===== config.mk =====
export PLATFORM = sky130hd
export DESIGN_NAME = lif_array_scheduler
export DESIGN_NICKNAME = d
export VERILOG_FILES = /design/src/rtl/lif_array_scheduler.sv
export SDC_FILE = /design/constraint.sdc
export NUM_CORES = 1
export LEC_CHECK = 0
export CAP_MARGIN = 20
export CORE_MARGIN = 10
export CORE_UTILIZATION = 50
export DETAILED_ROUTE_END_ITERATION = 16
export GPL_ROUTABILITY_DRIVEN = 0
export PLACE_DENSITY = 0.72
export RECOVER_POWER = 50
export REMOVE_ABC_BUFFERS = 1
export SLEW_MARGIN = 20
export SYNTH_ARGS = -nofsm -noshare
export SYNTH_HDL_FRONTEND = slang
export SYNTH_SLANG_ARGS = --single-unit

===== constraint.sdc =====
create_clock -name clk -period 15.9 [get_ports clk]
set_input_delay 3.18 -clock clk [delete_from_list [all_inputs] [get_ports clk]]
set_output_delay 3.18 -clock clk [all_outputs]
set_load 0.005 [all_outputs]

===== src/rtl/lif_array_scheduler.sv =====
// Time-multiplexed leaky integrate-and-fire engine: one shared update datapath
// sweeps NUM_NEURONS register-held neurons per step and queues spike IDs in a FIFO.
module lif_array_scheduler #(
  parameter int NUM_NEURONS = 8,
  parameter int IDX_W       = 3,
  parameter int LEAK_SHIFT  = 1,
  parameter int REFRACT     = 2,
  parameter int FIFO_DEPTH  = 4
) (
  input  logic             clk,
  input  logic             rst,
  input  logic             step,
  input  logic [7:0]       threshold,
  input  logic             cur_we,
  input  logic [IDX_W-1:0] cur_addr,
  input  logic [7:0]       cur_data,
  input  logic [IDX_W-1:0] mon_idx,
  output logic [7:0]       mon_state,
  output logic             spk_valid,
  output logic [IDX_W-1:0] spk_id,
  input  logic             spk_ready,
  output logic             busy,
  output logic             done,
  output logic             overrun
);
  localparam int PW = (FIFO_DEPTH > 1) ? $clog2(FIFO_DEPTH) : 1;
  localparam int CW = PW + 1;

  typedef enum logic [1:0] {S_IDLE, S_SWEEP, S_STALL, S_DONE} fsm_e;

  fsm_e             fsm, fsm_nx;
  logic [IDX_W-1:0] idx, idx_nx;
  logic             pending, pending_nx;
  logic             overrun_r, overrun_nx;

  logic [7:0] mem    [NUM_NEURONS];
  logic [7:0] cur_r  [NUM_NEURONS];
  logic [7:0] refr   [NUM_NEURONS];

  logic [IDX_W-1:0] fifo_q [FIFO_DEPTH];
  logic [PW-1:0]    rd_ptr, wr_ptr;
  logic [CW-1:0]    count;

  logic       full, do_upd, in_refr, fire, push, pop;
  logic [7:0] leaked, sum8;
  logic [8:0] sum9;

  // Stall is decided from the registered count only, so a full FIFO never
  // sees a push and ready has no combinational path into the sweep.
  assign full    = (count == CW'(FIFO_DEPTH));
  assign do_upd  = (fsm == S_SWEEP) && !full;
  assign in_refr = (refr[idx] != 8'd0);
  assign leaked  = mem[idx] - (mem[idx] >> LEAK_SHIFT);
  assign sum9    = {1'b0, leaked} + {1'b0, cur_r[idx]};
  assign sum8    = sum9[8] ? 8'hff : sum9[7:0];
  assign fire    = do_upd && !in_refr && (sum8 >= threshold);
  assign push    = fire;
  assign pop     = spk_valid && spk_ready;

  assign spk_valid = (count != '0);
  assign spk_id    = spk_valid ? fifo_q[rd_ptr] : '0;
  assign mon_state = mem[mon_idx];
  assign busy      = (fsm == S_SWEEP) || (fsm == S_STALL);
  assign overrun   = overrun_r;

  always_comb begin
    fsm_nx     = fsm;
    idx_nx     = idx;
    pending_nx = pending;
    overrun_nx = overrun_r;
    done       = 1'b0;
    case (fsm)
      S_IDLE: begin
        if (step) begin
          fsm_nx = S_SWEEP;
          idx_nx = '0;
        end
      end
      S_SWEEP, S_STALL: begin
        if (step) begin
          if (pending) overrun_nx = 1'b1;
          else         pending_nx = 1'b1;
        end
        if (fsm == S_STALL) begin
          if (!full) fsm_nx = S_SWEEP;
        end else if (full) begin
          fsm_nx = S_STALL;
        end else if (idx == IDX_W'(NUM_NEURONS - 1)) begin
          fsm_nx = S_DONE;
        end else begin
          idx_nx = idx + IDX_W'(1);
        end
      end
      S_DONE: begin
        done       = 1'b1;
        pending_nx = 1'b0;
        // A step landing in DONE counts as the pending request for the next sweep.
        if (step && pending) overrun_nx = 1'b1;
        if (step || pending) begin
          fsm_nx = S_SWEEP;
          idx_nx = '0;
        end else begin
          fsm_nx = S_IDLE;
        end
      end
      default: fsm_nx = S_IDLE;
    endcase
  end

  always_ff @(posedge clk) begin
    if (rst) begin
      fsm       <= S_IDLE;
      idx       <= '0;
      pending   <= 1'b0;
      overrun_r <= 1'b0;
    end else begin
      fsm       <= fsm_nx;
      idx       <= idx_nx;
      pending   <= pending_nx;
      overrun_r <= overrun_nx;
    end
  end

  always_ff @(posedge clk) begin
    if (rst) begin
      for (int i = 0; i < NUM_NEURONS; i++) begin
        mem[i]   <= '0;
        cur_r[i] <= '0;
        refr[i]  <= '0;
      end
    end else begin
      if (cur_we) cur_r[cur_addr] <= cur_data;
      if (do_upd) begin
        if (in_refr) begin
          mem[idx]  <= '0;
          refr[idx] <= refr[idx] - 8'd1;
        end else if (fire) begin
          mem[idx]  <= '0;
          refr[idx] <= 8'(REFRACT);
        end else begin
          mem[idx]  <= sum8;
        end
      end
    end
  end

  always_ff @(posedge clk) begin
    if (rst) begin
      rd_ptr <= '0;
      wr_ptr <= '0;
      count  <= '0;
      for (int i = 0; i < FIFO_DEPTH; i++) fifo_q[i] <= '0;
    end else begin
      if (push) begin
        fifo_q[wr_ptr] <= idx;
        wr_ptr <= (wr_ptr == PW'(FIFO_DEPTH - 1)) ? '0 : wr_ptr + PW'(1);
      end
      if (pop) rd_ptr <= (rd_ptr == PW'(FIFO_DEPTH - 1)) ? '0 : rd_ptr + PW'(1);
      case ({push, pop})
        2'b10:   count <= count + CW'(1);
        2'b01:   count <= count - CW'(1);
        default: count <= count;
      endcase
    end
  end
endmodule


==> results of run 1 <==
[Yosys cell counts (20+ instances only)]
cell | number | area, µm²
sky130_fd_sc_hd__a21oi_1 | 22 | 110
sky130_fd_sc_hd__clkbuf_1 | 24 | 90.1
sky130_fd_sc_hd__mux4_2 | 66 | 1490
sky130_fd_sc_hd__edfxtp_1 | 204 | 6130
sky130_fd_sc_hd__inv_1 | 41 | 154
sky130_fd_sc_hd__nor2_1 | 66 | 248
sky130_fd_sc_hd__mux2i_1 | 22 | 220
sky130_fd_sc_hd__ha_1 | 34 | 425
sky130_fd_sc_hd__and2_1 | 72 | 450
sky130_fd_sc_hd__nor3_1 | 97 | 485
sky130_fd_sc_hd__mux2_2 | 20 | 225
[power groups by stage]
stage	clock, W	sequential (W)	combinational (W)
after floorplan	0	0.000722	0.000683
after global placement	0	0.000710	0.000946
after detailed placement	0	0.000711	0.000959
after CTS	0.000525	0.000699	0.000966
after global routing	0.000549	0.000704	0.00108
final	0.000521	0.000699	0.000972
[cells by family (layout without fill, tap and decap cells)]
| kind of cell | after synthesis | after routing | synth area share, % |
|---|---|---|---|
| buffers and inverters | 91 | 141 | 3.05 |
| adder cells (fa/ha/maj) | 37 | 37 | 4.07 |
| multiplexers | 109 | 109 | 16.3 |
| XOR/XNOR | 12 | 12 | 0.881 |
| AND/OR/NAND/NOR | 337 | 337 | 15.4 |
| flip-flops | 223 | 223 | 54.5 |
| AO/OA/AOI/OAI | 96 | 96 | 5.76 |
[layout make-up]
type | count | area (µm²) | area share, %
clock buffers | 35 | 652 | 4.89
clock inverters | 6 | 68.8 | 0.517
inverters | 42 | 158 | 1.18
flip-flops and latches | 223 | 6510 | 48.9
multi-input cells | 591 | 5060 | 38.0
well taps | 319 | 399 | 3.00
repair buffers | 58 | 475 | 3.57
[final timing paths]
kind                                from         end  cells after the start  slack, ns
worst max register to register  register  refr[1][3]                     22       5.71
worst min register to register   overrun     overrun                      2       0.45
worst max-delay path            register  refr[1][3]                     22       5.71
worst min-delay path             overrun     overrun                      2       0.45
[state kept, by name, indices dropped and copies added (netlist names), named ones only]
name,count
cur_r,64
mem,64
refr,64
fifo_q,12
count,3
idx,3
fsm,2
rd_ptr,2
wr_ptr,2
overrun,1
pending,1
[layer usage]
metal  global-route usage, %  share of wire [%]  up-vias
li1                        -                  -     3546
met1                    25.3                 43     3890
met5                       0                  0        -
met3                    2.95                7.3       45
met2                    28.5                 47      295
met4                    4.70                2.0        0
[critical path, cell delays in order (launching register included)]
cell,delay (ns)
sky130_fd_sc_hd__dfxtp_1,0.31
sky130_fd_sc_hd__clkbuf_1,2.40
sky130_fd_sc_hd__mux4_2,0.75
sky130_fd_sc_hd__mux2i_1,0.48
sky130_fd_sc_hd__ha_1,0.32
sky130_fd_sc_hd__nor2b_1,0.12
sky130_fd_sc_hd__o21ai_0,0.19
sky130_fd_sc_hd__a21boi_0,0.14
sky130_fd_sc_hd__o21ai_0,0.23
sky130_fd_sc_hd__nor2b_1,0.20
sky130_fd_sc_hd__xnor2_1,0.08
sky130_fd_sc_hd__ha_1,0.37
sky130_fd_sc_hd__o211ai_1,0.17
sky130_fd_sc_hd__a31oi_1,0.26
sky130_fd_sc_hd__nor2_1,0.62
sky130_fd_sc_hd__inv_1,0.12
sky130_fd_sc_hd__ha_1,0.29
sky130_fd_sc_hd__o21ai_0,0.15
sky130_fd_sc_hd__o21ai_0,0.12
sky130_fd_sc_hd__a211o_1,0.39
sky130_fd_sc_hd__nor4_4,0.22
sky130_fd_sc_hd__clkbuf_1,1.04
sky130_fd_sc_hd__o21bai_1,0.71
[per-stage QoR]
| stage | setup WS [ns] | cell area [µm²] | std cells | util, % |
|---|---|---|---|---|
| after floorplan | 8.07 | 11700 | 856 | - |
| after global placement | 6.95 | 12700 | 1233 | 53.9 |
| after detailed placement | 6.92 | 12700 | 1233 | 53.9 |
| after CTS | 6.92 | 13400 | 1274 | 57.0 |
| after global routing | 4.62 | 13300 | 1274 | 56.8 |
| final | 5.71 | 13300 | 1274 | 56.8 |
==> impl_metrics.csv, run 1 <==
group,metric,value,unit
timing,period_minus_slack,10.19,ns
drt,drt.antenna.violating_nets,0,
synth,synth_cells,905,
final_layout,drive_above_1_share,15.4,%
timing,report.final.hold_viol_count,0,
synth,async_reset_ff_share,0,%
clock_network,clock-sinks,223,
synth,ys_warn_count,0,
synth,synth_top_flop_cell,"sky130_fd_sc_hd__edfxtp_1",
synth,post_synth_instance_area,11900,µm²
drt,route.vias.total,7776,
drt,post-route-drc-count,0,
worst_setup_path,critical_path.endpoint_type,"register",
clock_network,clock-root-buffer,"sky130_fd_sc_hd__clkbuf_16",
timing,finalSetupViolCount,0,
synth,yosysSeqAreaShare,54.5,%
power_and_ir_drop,power_frac_seq,31.9,%
worst_setup_path,start_kind,"register",
timing,final.period_utilization,64.1,%
outcome,status,"finished with violations",
clock_network,cts_made_buffers,24,
power_and_ir_drop,power.density,165,nW/µm²
final_layout,nNetsFinal,1004,
floorplanning,initial_cell_density_of_the_core,50.8,%
power_and_ir_drop,p_switching,0.000871,W
synth,synth_edf_count,204,
timing,report.final.slew_viol_count,95,
timing,worst_clock_skew,0.0219,ns
worst_setup_path,setup.worst_path.class,"reg2reg",
global_routing,grt_use_total,18.0,%
run,max_cap_violations,2,
clock_network,clk_transition_reported_paths,0.06,ns
worst_hold_path,hp-class,"reg2reg",
drt,first_pass_iters,7,
timing,fmaxAchievable,98.1,MHz
outcome,violations,"capacitance limit, slew limit",
floorplanning,num_io_pins,42,
worst_setup_path,worstPathRequired,16.00,ns
power_and_ir_drop,p_leak,4.48,nW
final_layout,antenna_cells_inserted,0,
drt,vias_per_cell,6.10,
floorplanning,num_rows,56,
global_routing,grt_start_max_net_pins,57,
placed_design,port_buffers,41,
clock_network,tritoncts,"yes",
power_and_ir_drop,clock_power_share,23.8,%
placed_design,dp.final_hpwl,17900,µm
worst_setup_path,cp.arrival,10.29,ns
synth,avg_synthesized_cell_area,13.2,µm²
clock_network,clock_tree.buffer_depth,3,
global_routing,grt_first_pass_wirelength,43500,µm
power_and_ir_drop,total_power,0.00219,W
clock_network,h-tree-depth,1,
drt,detail_route.wirelength,27500,µm
drt,drt-wirelength-per-cell,21.6,µm
floorplanning,placeable_core_region,23500,µm²
clock_network,postCtsSetupRepairBufs,0,
clock_network,cts_hold_repair.buffers,0,
timing,worst_hold_slack,0.451,ns
timing,rsz0062_at_grt,"no",
final_layout,layout.cells.most_common_list,"sky130_fd_sc_hd__edfxtp_1 (204), sky130_fd_sc_hd__nor3_1 (97), sky130_fd_sc_hd__mux4_2 (66), sky130_fd_sc_hd__nor2_1 (66), sky130_fd_sc_hd__and2_0 (48)",
synth,post_synth_num_cell_types,66,
clock_network,postCtsResizedCells,0,
power_and_ir_drop,share_comb_of_total_power,44.3,%
clock_network,worstSkewPairLatency,0.53,ns
final_layout,area_delta_synth_final,11.7,%
floorplanning,die_area,30400,µm²
global_routing,first_global_vias,7728,
global_routing,global_route.overflow_total,0,
floorplanning,die_h,174,µm
floorplanning,die_outline_width,174,µm
final_layout,final_common_cell,"sky130_fd_sc_hd__edfxtp_1",
timing,fin_setup_tns,0,ns
timing,max_slew_margin,-129,%
synth,yosys_register_bits,223,
drt,drt_first_iter_violations,815,
timing,max_slew.worst_pin.slew,3.43,ns
power_and_ir_drop,vdd.ir_drop.worst,0.000128,V
power_and_ir_drop,power.share.switching,39.7,%
power_and_ir_drop,internal_power,0.00132,W
final_layout,num-fill-cells,1932,
global_routing,grt_antenna_before_repair,0,
worst_setup_path,crit_fanout,43,
Note: power is estimated with default switching activity, not from simulation.
==> run 2: changes to the inputs <==
Settings changed: PLACE_DENSITY 0.72 to 0.75.
Clock period 15.9 ns to 8.4 ns, I/O delays scaled along.
==> run 2 against run 1 <==
The flow still finishes with violations (capacitance limit, slew limit); via count barely moved; final cell count rose by 0.24%; sequential share of layout area barely moved; clock skew rose by 0.0060 ns; critical endpoint is now count[2]; largest power group unchanged.
==> impl_metrics.csv, run 2 (synthesis gave the netlist of run 1 again) <==
group,metric,value,unit
worst_setup_path,start_kind,"register",
timing,max_slew_margin,-47.5,%
final_layout,drive_above_1_share,15.2,%
power_and_ir_drop,power_frac_seq,33.1,%
floorplanning,num_io_pins,42,
power_and_ir_drop,p_leak,4.47,nW
worst_setup_path,setup.worst_path.class,"reg2reg",
drt,first_pass_iters,5,
timing,report.final.hold_viol_count,0,
clock_network,clock-sinks,223,
worst_setup_path,crit_fanout,28,
final_layout,antenna_cells_inserted,0,
timing,fin_setup_tns,0,ns
worst_hold_path,hp-class,"reg2reg",
timing,final.period_utilization,89.6,%
clock_network,clock_tree.buffer_depth,3,
outcome,status,"finished with violations",
power_and_ir_drop,vdd.ir_drop.worst,0.000247,V
global_routing,first_global_vias,7948,
drt,vias_per_cell,6.09,
worst_setup_path,critical_path.endpoint_type,"register",
outcome,violations,"capacitance limit, slew limit",
timing,max_slew.worst_pin.slew,2.21,ns
power_and_ir_drop,p_switching,0.00161,W
power_and_ir_drop,power.share.switching,39.4,%
timing,finalSetupViolCount,0,
clock_network,postCtsResizedCells,0,
power_and_ir_drop,share_comb_of_total_power,44.0,%
final_layout,final_common_cell,"sky130_fd_sc_hd__edfxtp_1",
floorplanning,num_rows,56,
final_layout,area_delta_synth_final,11.6,%
placed_design,dp.final_hpwl,18600,µm
power_and_ir_drop,clock_power_share,22.9,%
drt,route.vias.total,7782,
timing,worst_clock_skew,0.0279,ns
clock_network,h-tree-depth,1,
clock_network,clock-root-buffer,"sky130_fd_sc_hd__clkbuf_16",
worst_setup_path,cp.arrival,7.92,ns
drt,drt.antenna.violating_nets,0,
global_routing,grt_first_pass_wirelength,43900,µm
global_routing,grt_start_max_net_pins,57,
clock_network,cts_made_buffers,23,
floorplanning,die_outline_width,174,µm
final_layout,largestRegisters,"cur_r (64), mem (64), refr (64)",
worst_setup_path,worst_path_largest_cell_delay,0.92,ns
worst_setup_path,worstPathRequired,8.80,ns
placed_design,port_buffers,41,
timing,report.final.slew_viol_count,51,
final_layout,layout.cells.most_common_list,"sky130_fd_sc_hd__edfxtp_1 (204), sky130_fd_sc_hd__nor3_1 (97), sky130_fd_sc_hd__mux4_2 (66), sky130_fd_sc_hd__nor2_1 (66), sky130_fd_sc_hd__and2_0 (55)",
clock_network,worstSkewPairLatency,0.52,ns
clock_network,postCtsSetupRepairBufs,0,
timing,worst_hold_slack,0.447,ns
clock_network,tritoncts,"yes",
timing,fmaxAchievable,133,MHz
floorplanning,die_h,174,µm
run,max_cap_violations,1,
drt,post-route-drc-count,0,
timing,period_minus_slack,7.53,ns
worst_setup_path,crit_slowest_cell,"sky130_fd_sc_hd__dfxtp_2",
global_routing,grt_use_total,17.9,%
power_and_ir_drop,internal_power,0.00247,W
final_layout,nNetsFinal,1006,
floorplanning,placeable_core_region,23500,µm²
drt,drt_first_iter_violations,674,
global_routing,grt_antenna_before_repair,0,
global_routing,global_route.overflow_total,0,
timing,rsz0062_at_grt,"no",
final_layout,num-fill-cells,1895,
worst_setup_path,setup_slack_on_the_worst_flop_to_flop_path,0.87,ns
drt,detail_route.wirelength,27600,µm
clock_network,cts_hold_repair.buffers,0,
power_and_ir_drop,power.density,307,nW/µm²
final_layout,ff_latch_area,6510,µm²
final_layout,area_of_the_multi_input_gates,5060,µm²
clock_network,clk_transition_reported_paths,0.06,ns
drt,drt-wirelength-per-cell,21.6,µm
floorplanning,initial_cell_density_of_the_core,50.8,%
floorplanning,die_area,30400,µm²
==> run 2: changes by cell type in the layout (fill, tap and decap cells not counted), sizes merged <==
cell / previous run / this run
clkdlybuf4s50: 28 / 20
clkinv: 3 / 6
dlygate4sd3: 11 / 20
clkbuf: 49 / 46
buf: 5 / 9
inv: 44 / 42
==> run 2: worst paths after layout <==
kind              startpoint  depth (start not counted)        to
setup / recovery    register                         30  count[2]
hold reg to reg      overrun                          2   overrun
hold / removal       overrun                          2   overrun
setup reg to reg    register                         30  count[2]
==> run 2: final cells by class <==
cell class,count,share of cell area [%]
tap,319,3.00
inverter,42,1.18
clock buffer,34,4.63
multi-input combinational,591,38.0
clock inverter,7,0.432
timing repair buffer,61,3.83
sequential,223,48.9
==> run 2: critical path: cells and delay by family, from the launching register on <==
kind            cells  cell delay, ns
mux                 2            0.82
xor+xnor            2            0.30
compound gates      8            1.61
buf+inv             4            0.33
fa+ha+maj           6            1.66
flops               1            0.92
simple gates        8            1.77
==> run 2: routing by layer <==
metal  wire [µm]  GRT usage [%]
met5           0              0
met4         596           5.45
met3        2110           3.25
met2       13400           29.6
met1       11400           23.4
==> run 2: metrics by stage <==
step / instances / area [µm²] / util [%] / power (W) / setup WS, ns
floorplan: 856 / 11700 / - / 0.00266 / 0.566
global placement: 1236 / 12700 / 54.0 / 0.00310 / 1.19
detailed placement: 1236 / 12700 / 54.0 / 0.00314 / 0.932
CTS: 1277 / 13400 / 56.9 / 0.00408 / 0.927
global route: 1277 / 13300 / 56.7 / 0.00435 / 0.138
finish: 1277 / 13300 / 56.7 / 0.00408 / 0.873
==> run 2: power groups by stage <==
| stage | clock (W) | sequential, W | combinational (W) |
|---|---|---|---|
| after global routing | 0.000996 | 0.00137 | 0.00198 |
| final | 0.000936 | 0.00135 | 0.00180 |
| after floorplan | 0 | 0.00137 | 0.00129 |
| after global placement | 0 | 0.00137 | 0.00173 |
| after CTS | 0.000946 | 0.00135 | 0.00178 |
| after detailed placement | 0 | 0.00138 | 0.00176 |
==> run 3: changes to the inputs <==
Settings changed: CORE_MARGIN 10 to not set, SLEW_MARGIN 20 to 15.
==> run 3 against run 2 <==
Critical path depth down 4; the flow still finishes with violations (capacitance limit, slew limit); maximum frequency up 1.7%; total power up 1.2%; non-clock buffer count unchanged; final cell count down 0.16%; via count up 0.45%; sequential cell count unchanged; setup slack better by 0.13 ns; combinational power about the same; first-iteration DRC count up 16%; clock-buffer cell count down 7; critical endpoint unchanged.
==> impl_metrics.csv, run 3 (synthesis gave the netlist of run 1 again) <==
group,metric,value,unit
timing,period_minus_slack,7.40,ns
floorplanning,placeable_core_region,23400,µm²
drt,vias_per_cell,6.13,
timing,max_slew.worst_pin.slew,2.20,ns
clock_network,clk_transition_reported_paths,0.06,ns
worst_setup_path,crit_slowest_cell,"sky130_fd_sc_hd__dfxtp_2",
drt,detail_route.wirelength,27800,µm
drt,drt_first_iter_violations,782,
timing,worst_clock_skew,0.0134,ns
clock_network,clock-root-buffer,"sky130_fd_sc_hd__clkbuf_16",
drt,post-route-drc-count,0,
clock_network,postCtsResizedCells,0,
power_and_ir_drop,power.density,310,nW/µm²
worst_setup_path,worstPathRequired,8.82,ns
final_layout,drive_above_1_share,15.7,%
worst_setup_path,setup_slack_on_the_worst_flop_to_flop_path,1.00,ns
final_layout,postLayoutCellArea,13300,µm²
final_layout,largestRegisters,"cur_r (64), mem (64), refr (64)",
drt,drt.antenna.violating_nets,0,
placed_design,dp_slack,1.10,ns
clock_network,h-tree-depth,1,
worst_setup_path,worst-r2r-cell-count,26,
timing,fin_setup_tns,0,ns
worst_hold_path,hp-class,"reg2reg",
placed_design,placedInstanceArea,12700,µm²
final_layout,final_common_cell,"sky130_fd_sc_hd__edfxtp_1",
floorplanning,initial_cell_density_of_the_core,51.0,%
clock_network,worstSkewPairLatency,0.51,ns
worst_setup_path,cp-endpoint,"count[2]",
floorplanning,die_area,24500,µm²
placed_design,port_buffers,41,
drt,drt-wirelength-per-cell,21.8,µm
timing,max_slew_margin,-46.8,%
worst_setup_path,crit_fanout,17,
final_layout,nNetsFinal,1006,
drt,route.vias.total,7817,
worst_hold_path,hold_depth,2,
global_routing,grt_first_pass_wirelength,43300,µm
worst_setup_path,crit_family,"compound AO/OA/AOI/OAI gates",
final_layout,antenna_cells_inserted,0,
placed_design,dp.final_hpwl,18300,µm
global_routing,grt_use_total,23.5,%
timing,rsz0062_at_grt,"no",
worst_setup_path,worst_r2r_endpoint,"count[2]",
worst_setup_path,worst_path_largest_cell_delay,0.71,ns
worst_setup_path,critPathMostFrequentCell,"sky130_fd_sc_hd__ha_1",
floorplanning,num_io_pins,42,
power_and_ir_drop,p_leak,4.50,nW
power_and_ir_drop,vdd.ir_drop.worst,0.000228,V
clock_network,clock-sinks,223,
worst_setup_path,buffering_stage_count_on_the_worst_path_with_inverters_included,2,
clock_network,postCtsSetupRepairBufs,0,
drt,first_pass_iters,5,
worst_setup_path,critical_path.endpoint_type,"register",
outcome,status,"finished with violations",
timing,finalSetupViolCount,0,
final_layout,layout.cells.most_common_list,"sky130_fd_sc_hd__edfxtp_1 (204), sky130_fd_sc_hd__nor3_1 (97), sky130_fd_sc_hd__mux4_2 (66), sky130_fd_sc_hd__nor2_1 (66), sky130_fd_sc_hd__and2_0 (44)",
clock_network,clock_tree.buffer_depth,3,
worst_setup_path,start_kind,"register",
final_layout,area_delta_synth_final,11.7,%
timing,final.period_utilization,88.1,%
global_routing,first_global_vias,7748,
clock_network,tritoncts,"yes",
timing,report.final.hold_viol_count,0,
timing,report.final.slew_viol_count,51,
worst_setup_path,cp.arrival,7.81,ns
worst_setup_path,worst-path-stages,26,
clock_network,cts_made_buffers,23,
floorplanning,die_outline_width,156,µm
global_routing,global_route.overflow_total,0,
floorplanning,die_h,156,µm
run,max_cap_violations,1,
floorplanning,num_rows,56,
clock_network,cts_hold_repair.buffers,0,
timing,postLayoutSetupSlackWorst,1.00,ns
timing,fmaxAchievable,135,MHz
global_routing,grt_antenna_before_repair,0,
global_routing,grt_start_max_net_pins,57,
outcome,violations,"capacitance limit, slew limit",
worst_setup_path,setup.worst_path.class,"reg2reg",
## run 3: worst register-to-register path, delay by kind of cell (launching register included)
kind	cells	cell delay, ns
adder cells (fa/ha/maj)	5	1.57
AO/OA/AOI/OAI	8	2.25
multiplexers	2	0.91
AND/OR/NAND/NOR	7	1.44
flip-flops	1	0.71
buffers and inverters	2	0.16
XOR/XNOR	2	0.27
## run 3: through the flow
step | hold slack (ns) | instances | total power (W) | utilization [%]
finish | 0.450 | 1275 | 0.00413 | 57.0
global route | 0.491 | 1275 | 0.00436 | 57.0
CTS | 0.457 | 1274 | 0.00412 | 57.2
detailed placement | 0.446 | 1235 | 0.00315 | 54.2
global placement | 0.437 | 1234 | 0.00311 | 54.1
floorplan | 0.436 | 856 | 0.00266 | -
## run 3: how the worst min path moves through the flow
stage | from | end | slack, ns
3_3_place_gp | overrun | overrun | 0.44
6_report | overrun | overrun | 0.45
4_1_cts | overrun | overrun | 0.46
2_1_floorplan | overrun | overrun | 0.44
3_5_place_dp | overrun | overrun | 0.45
5_1_grt | overrun | overrun | 0.49
## run 3: cell type report
class                   instances  area (µm²)
fillers                      1894       10100
flip-flops and latches        223        6510
multi-input cells             591        5060
clock buffers                  27         591
repair buffers                 61         507
well taps                     319         399
inverters                      42         158
clock inverters                12         104
## run 3: where the power goes
| group | total [W] | internal, W | leakage, nW | switching [W] |
|---|---|---|---|---|
| logic | 0.00182 | 0.000646 | 1.94 | 0.00118 |
| clock network | 0.000969 | 0.000559 | 0.344 | 0.000409 |
| registers | 0.00134 | 0.00129 | 2.22 | 0.0000575 |
| total | 0.00413 | 0.00249 | 4.50 | 0.00164 |
## run 3: routing by layer
layer | part of all wire [%] | global-route usage, % | up-vias
li1 | - | - | 3553
met1 | 40 | 31.2 | 3826
met2 | 49 | 39.6 | 370
met3 | 7.9 | 3.54 | 68
met4 | 2.9 | 8.26 | 0
met5 | 0 | 0 | -
